<file path="src/rtl/wb_load_queue_if.sv">
// wb_load_queue_if: groups the MEM-side enqueue, memory-response, flush and
// register-file writeback signals of the in-order writeback load queue.
// The master modport is the pipeline/memory side; the slave modport is the queue.
interface wb_load_queue_if #(
  parameter int REG_AW = 5
);
  logic              in_valid;
  logic              in_ready;
  logic [3:0]        in_kind;
  logic [REG_AW-1:0] in_regf;
  logic [31:0]       in_data;
  logic [31:0]       in_pc;
  logic [1:0]        in_ofs;
  logic              resp_valid;
  logic [31:0]       resp_data;
  logic              flush;
  logic              wb_we;
  logic [REG_AW-1:0] wb_regf;
  logic [31:0]       wb_data;
  logic              busy;
  logic              err_resp;

  modport master (
    output in_valid, in_kind, in_regf, in_data, in_pc, in_ofs,
    output resp_valid, resp_data, flush,
    input  in_ready, wb_we, wb_regf, wb_data, busy, err_resp
  );

  modport slave (
    input  in_valid, in_kind, in_regf, in_data, in_pc, in_ofs,
    input  resp_valid, resp_data, flush,
    output in_ready, wb_we, wb_regf, wb_data, busy, err_resp
  );
endinterface

</file>
<file path="src/rtl/wb_load_queue.sv">
// wb_load_queue: in-order writeback unit. Retiring MEM-stage instructions are
// held in a DEPTH-entry FIFO; in-order memory responses fill the oldest load
// still waiting for data; the head retires to the register-file write port
// (registered, one per cycle) once complete. Load data is byte-aligned and
// sign/zero extended at retire time.
// Optional feature macro: WB_UNALIGNED_EN enables LWL/LWR merging into the old
// rt value; without it those kinds retire as NONE and expect no response.
module wb_load_queue #(
  parameter int          DEPTH    = 4,
  parameter int          REG_AW   = 5,
  parameter logic [31:0] LINK_OFS = 32'd8
) (
  input  logic           clk,
  input  logic           resetn,
  wb_load_queue_if.slave bus
);

  localparam int PTR_W  = $clog2(DEPTH);
  localparam int CNT_W  = PTR_W + 1;
  // Drop counter is wide enough to absorb many back-to-back flushes.
  localparam int DROP_W = 16;

  typedef enum logic [3:0] {
    K_NONE = 4'd0,
    K_ALU  = 4'd1,
    K_LINK = 4'd2,
    K_LB   = 4'd3,
    K_LBU  = 4'd4,
    K_LH   = 4'd5,
    K_LHU  = 4'd6,
    K_LW   = 4'd7,
    K_LWL  = 4'd8,
    K_LWR  = 4'd9
  } kind_e;

  // Queue payload storage
  kind_e             kind_q [DEPTH];
  logic [REG_AW-1:0] regf_q [DEPTH];
  logic [31:0]       data_q [DEPTH];  // ALU result, link value or old rt
  logic [31:0]       mem_q  [DEPTH];  // captured memory word for loads
  logic [1:0]        ofs_q  [DEPTH];
  logic              load_q [DEPTH];
  logic              done_q [DEPTH];

  // Control state
  logic [PTR_W-1:0]  head_q, tail_q;
  logic [CNT_W-1:0]  count_q, count_d;
  logic [DROP_W-1:0] drop_cnt_q, drop_cnt_d;
  logic              wb_we_q;
  logic [REG_AW-1:0] wb_regf_q;
  logic [31:0]       wb_data_q;
  logic              err_q;

  // Combinational helpers
  kind_e             in_kind_n;
  logic              in_is_load;
  logic [31:0]       in_payload;
  logic              fill_hit;
  logic [PTR_W-1:0]  fill_idx;
  logic [PTR_W-1:0]  scan_idx;
  logic [CNT_W-1:0]  pend_cnt;
  logic              head_done, head_we;
  logic              push, retire;
  logic              resp_drop, resp_fill, resp_err;
  logic [31:0]       head_result;

  // Byte-lane alignment, extension and (optionally) unaligned merge
  function automatic logic [31:0] load_result(input kind_e k, input logic [31:0] mem,
                                              input logic [1:0] ofs, input logic [31:0] rt);
    logic [31:0] m;
    m = mem >> {ofs, 3'b000};
    case (k)
      K_LB:  load_result = {{24{m[7]}}, m[7:0]};
      K_LBU: load_result = {24'h0, m[7:0]};
      K_LH:  load_result = {{16{m[15]}}, m[15:0]};
      K_LHU: load_result = {16'h0, m[15:0]};
      K_LW:  load_result = m;
`ifdef WB_UNALIGNED_EN
      K_LWL: load_result = (mem << {2'd3 - ofs, 3'b000})
                         | (rt & ((32'h1 << {2'd3 - ofs, 3'b000}) - 32'h1));
      K_LWR: load_result = (mem >> {ofs, 3'b000})
                         | (rt & ~(32'hFFFF_FFFF >> {ofs, 3'b000}));
`endif
      default: load_result = rt;
    endcase
  endfunction

  // Normalise the incoming kind: reserved (and disabled unaligned) kinds become NONE
  always_comb begin
    // NOTE: every combinational output gets a default first so no path can infer a latch.
    in_kind_n  = K_NONE;
    in_is_load = 1'b0;
    in_payload = bus.in_data;
    case (bus.in_kind)
      4'd1: in_kind_n = K_ALU;
      4'd2: begin
        in_kind_n  = K_LINK;
        in_payload = bus.in_pc + LINK_OFS;
      end
      4'd3: begin in_kind_n = K_LB;  in_is_load = 1'b1; end
      4'd4: begin in_kind_n = K_LBU; in_is_load = 1'b1; end
      4'd5: begin in_kind_n = K_LH;  in_is_load = 1'b1; end
      4'd6: begin in_kind_n = K_LHU; in_is_load = 1'b1; end
      4'd7: begin in_kind_n = K_LW;  in_is_load = 1'b1; end
`ifdef WB_UNALIGNED_EN
      4'd8: begin in_kind_n = K_LWL; in_is_load = 1'b1; end
      4'd9: begin in_kind_n = K_LWR; in_is_load = 1'b1; end
`endif
      default: in_kind_n = K_NONE;
    endcase
  end

  // Find the oldest load lacking data and count all such loads (for flush)
  always_comb begin
    fill_hit = 1'b0;
    fill_idx = '0;
    scan_idx = '0;
    pend_cnt = '0;
    for (int i = 0; i < DEPTH; i++) begin
      scan_idx = head_q + PTR_W'(i);
      if (CNT_W'(i) < count_q && load_q[scan_idx] && !done_q[scan_idx]) begin
        pend_cnt = pend_cnt + CNT_W'(1);
        if (!fill_hit) begin
          fill_hit = 1'b1;
          fill_idx = scan_idx;
        end
      end
    end
  end

  // Handshake, retire and response-routing decisions
  always_comb begin
    head_done    = (count_q != '0) && done_q[head_q];
    head_we      = (kind_q[head_q] != K_NONE) && (regf_q[head_q] != '0);
    head_result  = load_result(kind_q[head_q], mem_q[head_q], ofs_q[head_q], data_q[head_q]);
    bus.in_ready = !bus.flush && ((count_q != CNT_W'(DEPTH)) || head_done);
    push         = bus.in_valid && bus.in_ready;
    retire       = head_done && !bus.flush;
    resp_drop    = bus.resp_valid && (drop_cnt_q != '0);
    resp_fill    = bus.resp_valid && (drop_cnt_q == '0) && fill_hit;
    resp_err     = bus.resp_valid && (drop_cnt_q == '0) && !fill_hit;
  end

  // Next occupancy and drop count; a flush-cycle response is applied before the flush
  always_comb begin
    count_d    = count_q + CNT_W'(push) - CNT_W'(retire);
    drop_cnt_d = drop_cnt_q;
    if (resp_drop) drop_cnt_d = drop_cnt_d - DROP_W'(1);
    if (bus.flush) begin
      count_d    = '0;
      drop_cnt_d = drop_cnt_d + DROP_W'(pend_cnt) - DROP_W'(resp_fill);
    end
  end

  // Control registers: pointers, counters, writeback port, sticky error
  always_ff @(posedge clk or negedge resetn) begin
    if (!resetn) begin
      head_q     <= '0;
      tail_q     <= '0;
      count_q    <= '0;
      drop_cnt_q <= '0;
      wb_we_q    <= 1'b0;
      wb_regf_q  <= '0;
      wb_data_q  <= '0;
      err_q      <= 1'b0;
    end else begin
      // NOTE: sequential state uses non-blocking assignments so every register samples pre-edge values.
      count_q    <= count_d;
      drop_cnt_q <= drop_cnt_d;
      if (bus.flush) begin
        head_q <= '0;
        tail_q <= '0;
      end else begin
        if (push)   tail_q <= tail_q + PTR_W'(1);
        if (retire) head_q <= head_q + PTR_W'(1);
      end
      wb_we_q <= retire && head_we;
      if (retire && head_we) begin
        wb_regf_q <= regf_q[head_q];
        wb_data_q <= head_result;
      end
      if (resp_err) err_q <= 1'b1;
    end
  end

  // Payload storage: written on enqueue and on response capture
  // NOTE: payload is not reset; occupancy (count_q) alone decides which entries are live.
  always_ff @(posedge clk) begin
    if (push) begin
      kind_q[tail_q] <= in_kind_n;
      regf_q[tail_q] <= bus.in_regf;
      data_q[tail_q] <= in_payload;
      ofs_q[tail_q]  <= bus.in_ofs;
      load_q[tail_q] <= in_is_load;
      done_q[tail_q] <= !in_is_load;
    end
    if (resp_fill) begin
      mem_q[fill_idx]  <= bus.resp_data;
      done_q[fill_idx] <= 1'b1;
    end
  end

  assign bus.wb_we    = wb_we_q;
  assign bus.wb_regf  = wb_regf_q;
  assign bus.wb_data  = wb_data_q;
  assign bus.busy     = (count_q != '0) || (drop_cnt_q != '0);
  assign bus.err_resp = err_q;

endmodule

</file>
<file path="src/flat_wrapper.sv">
// flat-port wrapper written by rule: the top's interface ports become plain ports
module wb_load_queue_flat 
#(
  parameter int          DEPTH    = 4,
  parameter int          REG_AW   = 5,
  parameter logic [31:0] LINK_OFS = 32'd8
)
  (clk, resetn, bus_in_valid, bus_in_kind, bus_in_regf, bus_in_data, bus_in_pc, bus_in_ofs, bus_resp_valid, bus_resp_data, bus_flush, bus_in_ready, bus_wb_we, bus_wb_regf, bus_wb_data, bus_busy, bus_err_resp);
  wb_load_queue_if #(.REG_AW(REG_AW)) bus_i ();
  input  logic clk;
  input  logic resetn;
  input wire logic [$bits(bus_i.in_valid)-1:0] bus_in_valid;
  input wire logic [$bits(bus_i.in_kind)-1:0] bus_in_kind;
  input wire logic [$bits(bus_i.in_regf)-1:0] bus_in_regf;
  input wire logic [$bits(bus_i.in_data)-1:0] bus_in_data;
  input wire logic [$bits(bus_i.in_pc)-1:0] bus_in_pc;
  input wire logic [$bits(bus_i.in_ofs)-1:0] bus_in_ofs;
  input wire logic [$bits(bus_i.resp_valid)-1:0] bus_resp_valid;
  input wire logic [$bits(bus_i.resp_data)-1:0] bus_resp_data;
  input wire logic [$bits(bus_i.flush)-1:0] bus_flush;
  output wire logic [$bits(bus_i.in_ready)-1:0] bus_in_ready;
  output wire logic [$bits(bus_i.wb_we)-1:0] bus_wb_we;
  output wire logic [$bits(bus_i.wb_regf)-1:0] bus_wb_regf;
  output wire logic [$bits(bus_i.wb_data)-1:0] bus_wb_data;
  output wire logic [$bits(bus_i.busy)-1:0] bus_busy;
  output wire logic [$bits(bus_i.err_resp)-1:0] bus_err_resp;
  assign bus_i.in_valid = bus_in_valid;
  assign bus_i.in_kind = bus_in_kind;
  assign bus_i.in_regf = bus_in_regf;
  assign bus_i.in_data = bus_in_data;
  assign bus_i.in_pc = bus_in_pc;
  assign bus_i.in_ofs = bus_in_ofs;
  assign bus_i.resp_valid = bus_resp_valid;
  assign bus_i.resp_data = bus_resp_data;
  assign bus_i.flush = bus_flush;
  assign bus_in_ready = bus_i.in_ready;
  assign bus_wb_we = bus_i.wb_we;
  assign bus_wb_regf = bus_i.wb_regf;
  assign bus_wb_data = bus_i.wb_data;
  assign bus_busy = bus_i.busy;
  assign bus_err_resp = bus_i.err_resp;
  wb_load_queue #(.DEPTH(DEPTH), .REG_AW(REG_AW), .LINK_OFS(LINK_OFS)) u_core (.clk(clk), .resetn(resetn), .bus(bus_i));
endmodule
</file>
<file path="config.mk">
export PLATFORM = sky130hd
export DESIGN_NAME = wb_load_queue_flat
export DESIGN_NICKNAME = d
export VERILOG_FILES = /design/src/rtl/wb_load_queue_if.sv /design/src/rtl/wb_load_queue.sv /design/src/flat_wrapper.sv
export SDC_FILE = /design/constraint.sdc
export NUM_CORES = 1
export LEC_CHECK = 0
export CORE_MARGIN = 5
export CORE_UTILIZATION = 62
export CTS_CLUSTER_SIZE = 8
export DETAILED_ROUTE_END_ITERATION = 8
export PLACE_DENSITY_LB_ADDON = 0.05
export SLEW_MARGIN = 20
export SYNTH_ARGS = -nofsm -noshare
export SYNTH_HDL_FRONTEND = slang
export SYNTH_SLANG_ARGS = --single-unit
</file>
<file path="constraint.sdc">
create_clock -name clk -period 7.5 [get_ports clk]
set_clock_uncertainty 0.2 [all_clocks]
set_input_delay 1.5 -clock clk [delete_from_list [all_inputs] [get_ports clk]]
set_output_delay 1.5 -clock clk [all_outputs]
set_load 0.05 [all_outputs]
</file>
==> impl_metrics.ini <==
[outcome]
status = finished clean

[finish]
postLayoutCellArea_um2 = 20020
drive_gt1_frac = 0.1217
nFillCells = 1668
area_delta_synth_final_pct = 20.01
nNetsFinal = 1454
post-route-util = 0.7493
num_antenna_cells = 0

[timing]
relSlewSlack = 0.3966
fin_crit_ns = 5.456
finalSetupTns_ns = 0
clock.fmax_ghz = 0.1833
finalHoldViolCount = 0
drv_slew = 0
setup_viol = 0
tightestPinTransition_ns = 0.9052
rsz0062_at_grt = no
finalCritPeriodShare = 0.7275

[power]
ir_drop_mv = 0.3069
power_density_nw_per_um2 = 377.6
power.leakage_nw = 6.988

[place]
place.gp.congestion = 0.8712
io_buffers = 152
hpwl_mm = 23.81
placement.cell_area_um2 = 18510

[critical_path]
slowest_stage = dfrtp_4
crit_type = reg -> reg
r2r_setup_slack_ns = 2.04
crit_cells = 17
crit_path_cell_trace = a31oi_1 -> nor2b_1 -> a211oi_1 -> ha_1 -> xnor2_1 -> ha_1 -> mux2i_1 -> ha_1 -> inv_1 -> fa_1 -> a21oi_1 -> o21ai_0 -> a41o_1 -> a2111oi_0 -> o21bai_1 -> xnor2_1 -> mux2i_1
path_buf_inv = 1
r2r_cells = 17
crit_arrival_ns = 5.66
crit_family = compound AO/OA/AOI/OAI gates
r2r_start = u_core.head_q[0]
crit_fanout = 47
max_stage_delay_ns = 0.96
crit_path_frequent_cell = ha_1
endpoint_kind = register
worstPathRequired_ns = 7.71
startpoint_type = register
timing.rr.end = u_core.drop_cnt_q[14]

[min_path]
worstHoldEndpoint = u_core.bus.wb_regf[4]
hp-start = u_core.bus.wb_regf[4]
hold_path.class = reg -> reg
holdPathStages = 2

[global_routing]
grt.total_usage = 0.2472
grt_max_degree = 63
grt_pass1_vias = 10677
grt-ovfl-total = 0
grt_pass1_wl_mm = 58.62
grt_antenna_before_repair = 0

[die]
rows = 60
die_w_um = 174.1
dieArea_um2 = 30290
initial_core_util = 0.6243
io-pin-count = 153
die_y_um = 174.1
core_area_um2 = 26730

[yosys]
syn_avg_cell_area_um2 = 14.66
syn_area_um2 = 16690
syn_inst = 1138
synth_edf_count = 300
synth_top_flop_cell = edfxtp_1
ys_types = 69
synth_seq_cells = 366
synth_nets = 1285
synthArstFlopShare = 0.1694
yosys_warnings = 0
ys_seq_area_frac = 0.6377

[clocking]
cts_htree_levels = 2
clockBufferDepth = 3
cts_tree = yes
cts_hold_buf = 0
clk_pin_slew_ns = 0.05
numCtsBuffers = 51
clkSinkCount = 366
cts_setup_buffers = 0
cts_resized = 0
insertion_delay_ns = 0.55
root_buffer = clkbuf_16

[route]
viasPerCell = 6.165
wl_per_cell_um = 22.35
dr.pass1.iters = 5
drc = 0
ant_nets = 0
wirelength_mm = 37.76
drt-initial-drc-count = 894
vias = 10413

[job]
maxCapViolCount = 0
[layout by cell type (no fill, tap or decap), types with 14 or more instances in the layout]
master	netlist	final
mux4_2	64	64
edfxtp_1	300	300
nor2_1	87	83
o21ai_1	17	17
xor2_1	23	23
o21ai_0	30	30
ha_1	33	33
a211oi_1	16	16
a21oi_1	63	62
nor2b_1	21	21
mux2i_1	26	26
inv_1	46	46
clkbuf_16	0	52
clkdlybuf4s50_1	0	151
nand2_1	86	86
buf_4	4	14
dfrtp_1	62	60
clkbuf_1	21	40
xnor2_1	37	37
[Yosys cell counts (13+ instances only)]
library cell    n  area share
a211oi_1       16      0.0072
xnor2_1        37       0.019
xor2_1         23       0.012
o21ai_0        30      0.0090
o21ai_1        17      0.0051
mux2i_1        26       0.016
nor2_1         87       0.020
inv_1          46       0.010
nand3_1        13      0.0039
nor2b_1        21      0.0079
buf_2          15      0.0045
dfrtp_1        62       0.093
clkbuf_1       21      0.0047
mux4_2         64       0.086
nand2_1        86       0.019
a21oi_1        63       0.019
ha_1           33       0.025
edfxtp_1      300        0.54
[sequential cells by signal, indices dropped and copies added, names as in the netlist, 2 cells and up]
name / cells
u_core.head_q: 2
u_core.load_q: 4
u_core.data_q: 128
u_core.count_q: 3
u_core.mem_q: 128
u_core.done_q: 4
u_core.ofs_q: 8
u_core.tail_q: 2
u_core.bus.wb_regf: 5
u_core.drop_cnt_q: 16
u_core.bus.wb_data: 32
u_core.kind_q: 12
u_core.regf_q: 20
[how the worst max path moves through the flow]
| stage | slack (ns) | from | to |
|---|---|---|---|
| after floorplan | 2.40 | u_core.head_q[1] | u_core.mem_q[2][0] |
| after global placement | 2.20 | u_core.head_q[0] | u_core.drop_cnt_q[14] |
| after detailed placement | 2.05 | u_core.head_q[0] | u_core.drop_cnt_q[14] |
| after CTS | 2.01 | u_core.head_q[0] | u_core.drop_cnt_q[14] |
| after global routing | 1.50 | u_core.head_q[0] | u_core.drop_cnt_q[14] |
| final | 2.04 | u_core.head_q[0] | u_core.drop_cnt_q[14] |
[worst register-to-register path: stages, from the launching register on]
cell and delay (ns):
dfrtp_4 0.96, a31oi_1 0.30, nor2b_1 0.21, a211oi_1 0.47
ha_1 0.34, xnor2_1 0.17, ha_1 0.30, mux2i_1 0.07
ha_1 0.29, inv_1 0.07, fa_1 0.46, a21oi_1 0.20
o21ai_0 0.16, a41o_1 0.30, a2111oi_0 0.42, o21bai_1 0.16
xnor2_1 0.16, mux2i_1 0.09
[cell type report]
type / count / area [um2] / area share
Clock buffer: 93 / 1465 / 0.07317
Clock inverter: 1 / 30.03 / 0.001500
Inverter: 47 / 176.4 / 0.008810
Multi-Input combinational cell: 675 / 5657 / 0.2825
Sequential cell: 366 / 10650 / 0.5317
Tap cell: 341 / 426.7 / 0.02131
Timing Repair Buffer: 166 / 1622 / 0.08098
[where the power goes]
| part | internal [W] | switching, W | leakage, nW |
|---|---|---|---|
| Combinational | 0.00115 | 0.00165 | 2.77 |
| Sequential | 0.00244 | 0.000207 | 3.51 |
| Clock | 0.00130 | 0.000813 | 0.707 |
[kinds of logic (layout without fill, tap and decap cells)]
| kind of cell | count (synthesis) | count (layout) | share of synthesized area |
|---|---|---|---|
| compound gates | 200 | 200 | 0.07694 |
| xor+xnor | 60 | 60 | 0.03149 |
| fa+ha+maj | 35 | 35 | 0.02714 |
| buf+inv | 97 | 307 | 0.02654 |
| flops | 366 | 366 | 0.6377 |
| mux | 106 | 106 | 0.1227 |
| simple gates | 274 | 274 | 0.07753 |
[layer usage]
metal | global-route usage | up-vias | share of wire
met5 | 0 | - | 0
met1 | 0.3396 | 5192 | 0.41
met4 | 0.07390 | 0 | 0.027
met3 | 0.04611 | 64 | 0.072
li1 | - | 4719 | -
met2 | 0.4102 | 438 | 0.49
[through the flow]
stage / std cells / power, W / worst slack, ns / hold slack, ns
4_1_cts: 1689 / 0.007588 / 2.008 / 0.2743
6_report: 1689 / 0.007561 / 2.044 / 0.2697
3_3_place_gp: 1595 / 0.005395 / 2.198 / 0.2560
5_1_grt: 1689 / 0.007969 / 1.504 / 0.2966
2_1_floorplan: 1138 / 0.004709 / 2.401 / 0.2768
3_5_place_dp: 1595 / 0.005440 / 2.046 / 0.2616
Power figures use the tool's default switching activity.
